**src/rtl/parking_meter_display.sv**
```systemverilog
// rtl/parking_meter_display.sv - parking meter time keeper and 4-digit seven-segment display driver
//
// Purpose: keeps remaining parking time in seconds (0..MAX_TIME), applies add
// pulses and level-held preset switches, decrements once per second, and
// drives a multiplexed 4-digit active-low seven-segment display with
// low-time (1 s on / 1 s off) and expired (half-second) flash patterns.
//
// Ports:
//   clk         system clock
//   rst_n       synchronous active-low reset
//   add_10/180/200/550  single-cycle pulses adding that many seconds
//   rst_to_10   level: force time to 10 s
//   rst_to_205  level: force time to 205 s (wins over rst_to_10)
//   time_left   registered remaining seconds
//   expired     high when time_left == 0
//   an          digit anodes, active-low, an[0] = ones digit (registered)
//   seg         cathodes {g,f,e,d,c,b,a}, active-low (registered)
//   dp          decimal point, always off
module parking_meter_display #(
    parameter int CLOCKS_PER_SEC = 100000000,
    parameter int SCAN_DIV       = 100000,
    parameter int MAX_TIME       = 9999
) (
    input  logic        clk,
    input  logic        rst_n,
    input  logic        add_10,
    input  logic        add_180,
    input  logic        add_200,
    input  logic        add_550,
    input  logic        rst_to_10,
    input  logic        rst_to_205,
    output logic [13:0] time_left,
    output logic        expired,
    output logic [3:0]  an,
    output logic [6:0]  seg,
    output logic        dp
);

    localparam int SW = $clog2(CLOCKS_PER_SEC);
    localparam int CW = (SCAN_DIV > 1) ? $clog2(SCAN_DIV) : 1;
    localparam logic [SW-1:0] SEC_LAST  = SW'(CLOCKS_PER_SEC - 1);
    localparam logic [SW-1:0] SEC_HALF  = SW'(CLOCKS_PER_SEC / 2 - 1);
    localparam logic [CW-1:0] SCAN_LAST = CW'(SCAN_DIV - 1);
    localparam logic [14:0]   MAX15     = 15'(MAX_TIME);

    logic [SW-1:0] sec_cnt_q, sec_cnt_d;
    logic          half_q, half_d;
    logic [13:0]   time_q, time_d;
    logic [CW-1:0] scan_q, scan_d;
    logic [1:0]    idx_q, idx_d;
    logic [3:0]    an_q, an_d;
    logic [6:0]    seg_q, seg_d;

    logic          tick;
    logic          sw_active;
    logic          disp_on;
    logic [14:0]   adds;
    logic [14:0]   sum;
    logic [3:0]    dig_th, dig_hu, dig_te, dig_on, dig_sel;

    function automatic logic [6:0] seg_of(input logic [3:0] d);
        case (d)
            4'd0:    seg_of = 7'b1000000;
            4'd1:    seg_of = 7'b1111001;
            4'd2:    seg_of = 7'b0100100;
            4'd3:    seg_of = 7'b0110000;
            4'd4:    seg_of = 7'b0011001;
            4'd5:    seg_of = 7'b0010010;
            4'd6:    seg_of = 7'b0000010;
            4'd7:    seg_of = 7'b1111000;
            4'd8:    seg_of = 7'b0000000;
            4'd9:    seg_of = 7'b0010000;
            default: seg_of = 7'b1111111;
        endcase
    endfunction

    always_comb begin
        tick      = (sec_cnt_q == SEC_LAST);
        sw_active = rst_to_205 | rst_to_10;

        // A preset switch holds the second counter at zero so the first
        // decrement after release lands a full second later.
        if (sw_active) begin
            sec_cnt_d = '0;
            half_d    = 1'b0;
        end else begin
            sec_cnt_d = tick ? '0 : sec_cnt_q + 1'b1;
            half_d    = (tick || sec_cnt_q == SEC_HALF) ? ~half_q : half_q;
        end

        adds = (add_10  ? 15'd10  : 15'd0) + (add_180 ? 15'd180 : 15'd0)
             + (add_200 ? 15'd200 : 15'd0) + (add_550 ? 15'd550 : 15'd0);
        // dec only when time is non-zero, so the 15-bit sum never underflows.
        sum  = {1'b0, time_q} - {14'd0, (tick && time_q != 14'd0)} + adds;

        if (rst_to_205)     time_d = 14'd205;
        else if (rst_to_10) time_d = 14'd10;
        else if (sum > MAX15) time_d = MAX15[13:0];
        else                time_d = sum[13:0];

        if (scan_q == SCAN_LAST) begin
            scan_d = '0;
            idx_d  = idx_q + 2'd1;
        end else begin
            scan_d = scan_q + 1'b1;
            idx_d  = idx_q;
        end

        if (time_q >= 14'd180)      disp_on = 1'b1;
        else if (time_q != 14'd0)   disp_on = ~time_q[0];
        else                        disp_on = ~half_q;

        dig_th = 4'(time_q / 14'd1000);
        dig_hu = 4'((time_q / 14'd100) % 14'd10);
        dig_te = 4'((time_q / 14'd10) % 14'd10);
        dig_on = 4'(time_q % 14'd10);

        case (idx_q)
            2'd0:    dig_sel = dig_on;
            2'd1:    dig_sel = dig_te;
            2'd2:    dig_sel = dig_hu;
            default: dig_sel = dig_th;
        endcase

        an_d  = disp_on ? ~(4'b0001 << idx_q) : 4'b1111;
        seg_d = disp_on ? seg_of(dig_sel) : 7'b1111111;
    end

    always_ff @(posedge clk) begin
        if (!rst_n) begin
            sec_cnt_q <= '0;
            half_q    <= 1'b0;
            time_q    <= 14'd0;
            scan_q    <= '0;
            idx_q     <= 2'd0;
            an_q      <= 4'b1111;
            seg_q     <= 7'b1111111;
        end else begin
            sec_cnt_q <= sec_cnt_d;
            half_q    <= half_d;
            time_q    <= time_d;
            scan_q    <= scan_d;
            idx_q     <= idx_d;
            an_q      <= an_d;
            seg_q     <= seg_d;
        end
    end

    assign time_left = time_q;
    assign expired   = (time_q == 14'd0);
    assign an        = an_q;
    assign seg       = seg_q;
    assign dp        = 1'b1;

endmodule

```
**config.mk**
```make
export PLATFORM = sky130hd
export DESIGN_NAME = parking_meter_display
export DESIGN_NICKNAME = d
export VERILOG_FILES = /design/src/rtl/parking_meter_display.sv
export SDC_FILE = /design/constraint.sdc
export NUM_CORES = 1
export LEC_CHECK = 0
export BUFFER_PORTS_ARGS = -buffer_cell sky130_fd_sc_hd__buf_4
export CAP_MARGIN = 5
export CORE_MARGIN = 1.5
export CORE_UTILIZATION = 35
export DETAILED_ROUTE_END_ITERATION = 8
export PLACE_DENSITY = 0.58
export REMOVE_ABC_BUFFERS = 1
export SLEW_MARGIN = 25
export SYNTH_ARGS = -nofsm -noshare
export SYNTH_HDL_FRONTEND = slang
export SYNTH_SLANG_ARGS = --single-unit
```
**constraint.sdc**
```tcl
create_clock -name clk -period 24 [get_ports clk]
set_input_delay 1.2 -clock clk [delete_from_list [all_inputs] [get_ports clk]]
set_output_delay 1.2 -clock clk [all_outputs]
set_load 0.03 [all_outputs]
```
After elaboration in Yosys (flattened, before gate mapping) --
Memory sizes are Yosys's and may differ from the RTL's. A register that Yosys moved wholly into a read port is not among the register bits. Cells that the tools add are included. Widths: inputs -> output; s select.
Operators by class: add/subtract/negate cells 8, multipliers 0, divide/modulo/power cells 6, magnitude comparators 2, eq/ne operators 5, shift operators 1, multiplexer cells 10, bitwise operators 5, reductions and logical operators 13
Operators with widths (count):
- $mod 14x4->14 const B | 3
- $mux 8 | 4
- $add 27x1->27 const B | 1
- $eq 27x26->1 const B | 1
- $eq 27x27->1 const B | 1
- $add 17x1->17 const B | 1
- $eq 17x17->1 const B | 1
- $add 15x11->15 | 1
- $gt 15x14->1 const B | 1
- $sub 14x1->15 | 1
- $div 14x10->14 const B | 1
- $div 14x4->14 const B | 1
- $div 14x7->14 const B | 1
- $ge 14x8->1 const B | 1
- $logic_not 14->1 | 1
- $mux 14 | 1
- $reduce_bool 14->1 | 1
- $pmux 4 s3 | 1
- $add 10x10->11 | 1
- $add 9x8->10 | 1
- $mux 10 | 1
- $add 4x8->9 | 1
- $reduce_or 2->1 | 3
- $reduce_or 3->1 | 2
- other kinds (15) | 18
Word-level totals: register bits after elaboration 65, latch bits 0, bits in writable memories 0, bits in read-only memories 112, input bits 8, output and inout port bits 27, logic and storage cells 60, memories 1
Memory list:
- (name not given) | words 16, bits a word 7, read ports 1, clocked after Yosys merged registers in 1, write ports 0, line 62 | case (d)

Logic depth before layout (Yosys ltp) --
depth in word-level cells 9, mapped depth 111, depth with buffers taken out 99

Worst setup path before layout --
OpenSTA, ideal clock, no wires.
kind flip-flop to flip-flop, from register idx_q[0], to register seg_q[6], in the netlist seg[6], setup time 0.079 ns, arrival time 21.632 ns, required time 23.921 ns, path slack 2.289 ns, cell stages (with the launch flop) 106, clock period less this slack 21.711 ns, cell sequence dfxtp_1 > inv_1 > ha_1 > buf_4 > clkbuf_1 > clkinv_1 > clkbuf_1 > clkbuf_1 > clkbuf_1 > ha_1 > and4b_1 > and4_1 > buf_4 > nor2_1 > a21oi_1 > or3_1 > xnor2_1 > inv_1 > [70 not listed] > and3_1 > buf_4 > o21ai_0 > ha_1 > a311o_1 > o311ai_0 > o31ai_1 > mux2i_1 > o2111ai_2 > a21o_1 > nand2_1 > o21ai_0 > ha_1 > inv_1 > o311ai_2 > buf_6 > mux2_4 > a22oi_1
RTL lines:
- start, declared | line 50 | logic [1:0] idx_q, idx_d;
- start signal, assigned | line 143 | idx_q <= idx_d;
- end, declared | line 52 | logic [6:0] seg_q, seg_d;

==> qor.txt <==
status = finished, final reports clean
worst-path fanout max = 34
share of cells above drive strength 1 = 10.8%
fillers = 3428
commonest non-fill, non-tap cells in the layout = 190 x nor2_1, 129 x nand2_1, 118 x a21oi_1
Cells after Synth = 1654
pin count of the biggest net entering global routing = 60
Iter 0 DRT Violations = 898
Worst path most repeated cell = ha_1
DRC = 0
max-slew violation count = 0
CP max stage delay = 440 ps
Finish-stage setup viols = 0
drt wl/cell = 17.2 um
Slowest cell on crit path = a2111oi_2
root buffer cell = clkbuf_16
top-level I/O count = 35
CTS tree = done
Area Growth Syn to Fin = 8.69%
dpl cells = 2066
core area = 0.0328 mm^2
dpl hpwl = 27300 um
Peak Freq = 44.9 MHz
Final nets = 1731
worst path arrival time = 22500 ps
Antenna Cells = 0
Worst-Margin Slew = 947 ps
initial antenna violation count = 0
Max Cap Viol = 0
Initial Util = 35.8%
Critical Path End Type = flop
sequential-to-total area share from yosys stat = 12.3%
Die Wd = 186 um
Placer Congestion = 0.928
Sink Count = 72
predominant post-synthesis flop cell = dfxtp_1
GRT overflow = 0
Yosys cell types = 122
Place WS = 588 ps
clk buf depth = 2
Clock Skews = 8.17 ps
CTS Buf Count = 9
clk slew on worst S/H paths = 60 ps
yosys warns = 0
final hold viol count = 0
full die area = 0.0347 mm^2
Post-synth ARST share = 0%
TritonRoute pass-1 iters = 5
vias post-DR = 12300
Die Span Y = 186 um
worst hold slack = 439 ps
CP Class = reg2reg
CP required = 24220 ps
Synth Cell Area = 0.0117 mm^2
Setup WS post-layout = 1720 ps
Tmin final = 22280 ps
commonest non-fill, non-tap cell in the layout = nor2_1
Multi-input gate area = 0.00970 mm^2
Cell Area, Placed = 0.0123 mm^2
Post-Route WL = 35900 um
# port buffers = 33
Synth Register Bits = 72
Hold Crit Class = reg2reg
Mean Syn Cell Area = 7.10 um^2
Antenna Nets Post-Route = 0
Worst slew margin = 36.6%
Post-synth EDFFs = 0
Via density = 5.90
gr usage total = 20.7%
# hold bufs at CTS = 0
final instance area = 0.0128 mm^2
clk_lat worst skew = 340 ps
final worst-path cycle share = 92.8%
CP startpoint kind = flop
vias in the first global route = 11500
Final Non-Filler Cells = 2088
first-pass GRT wire length = 58600 um
CTS H-tree depth = 3
delay-heaviest family, CP = compound AO/OA/AOI/OAI gates
Cell Rows = 66
register area = 0.00144 mm^2
Buffers & Inverters on Critical Path = 10
==> logic make-up (layout without fill, tap and decap cells) <==
kind of cell	count (synthesis)	count (layout)	synth area share (%)
and+or+nand+nor	664	664	28.0
AOI/OAI and AO/OA	512	512	32.1
buffers and inverters	168	160	5.84
xor gates and xnor gates	120	120	9.38
adders and majority gates	82	82	9.12
DFF	72	72	12.3
muxes	35	35	3.21
other	1	1	0.0319
==> stage by stage <==
step | utilization (%) | TNS, ps
CTS | 38.6 | 0
global placement | 37.6 | 0
global route | 38.9 | -95.4
floorplan | - | 0
detailed placement | 37.6 | 0
finish | 38.9 | 0
==> flip-flops by register name, summed over array words and instances (netlist names) <==
register / count
an: 4
idx_q: 2
scan_q: 17
time_left: 14
half_q: 1
seg: 7
sec_cnt_q: 27
==> timing repair <==
| action | CTS | global route |
|---|---|---|
| resized for setup | 0 | 14 |
| hold endpoints to repair | 0 | 0 |
| endpoints found under the setup margin | 0 | 7 |
| setup buffers | 0 | 6 |
==> synthesized netlist by cell type (11+ instances only) <==
library cell / number / area share (%)
nor2_1: 193 / 6.2
nand2_1: 130 / 4.2
a21oi_1: 118 / 5.0
xnor2_1: 83 / 6.2
o21ai_0: 82 / 3.5
inv_1: 81 / 2.6
nand3_1: 78 / 3.3
ha_1: 76 / 8.1
dfxtp_1: 72 / 12
nor3_1: 57 / 2.4
clkbuf_1: 55 / 1.8
xor2_1: 32 / 2.4
and3_1: 24 / 1.3
mux2i_1: 23 / 2.0
nor4_1: 22 / 1.2
a31oi_1: 21 / 1.1
or3_1: 21 / 1.1
and2_1: 20 / 1.1
nand4_1: 20 / 1.1
o211ai_1: 20 / 1.3
a21o_1: 19 / 1.2
or2_2: 19 / 1.0
o21ai_1: 18 / 0.77
a211oi_1: 17 / 1.1
nand2b_1: 16 / 0.85
nor2b_1: 15 / 0.80
o31ai_1: 14 / 0.89
o21a_1: 13 / 0.83
o21bai_1: 11 / 0.70
==> final timing paths <==
kind,start,slack (ps),end,depth (start not counted)
min reg2reg,scan_q[0],440,scan_q[0],1
min,scan_q[0],440,scan_q[0],1
max,idx_q[0],1720,seg[0],99
max reg2reg,idx_q[0],1720,seg[0],99
==> layer usage <==
layer	global-route usage, %	vias to the layer above	share of wire, %
met2	35.2	351	47
met5	0	-	0
met3	1.85	64	4.6
met4	5.97	0	2.5
li1	-	6107	-
met1	27.7	5801	46
==> layout make-up <==
class	count	area share (%)
multi-input combinational	1414	76.0
sequential	72	11.3
clock inverter	5	0.637
tap	442	4.33
clock buffer	11	1.82
inverter	87	2.56
timing repair buffer	57	3.38
Power is not shown: default switching activity piles up to over one toggle a cycle in this logic, so the estimate is an artifact.
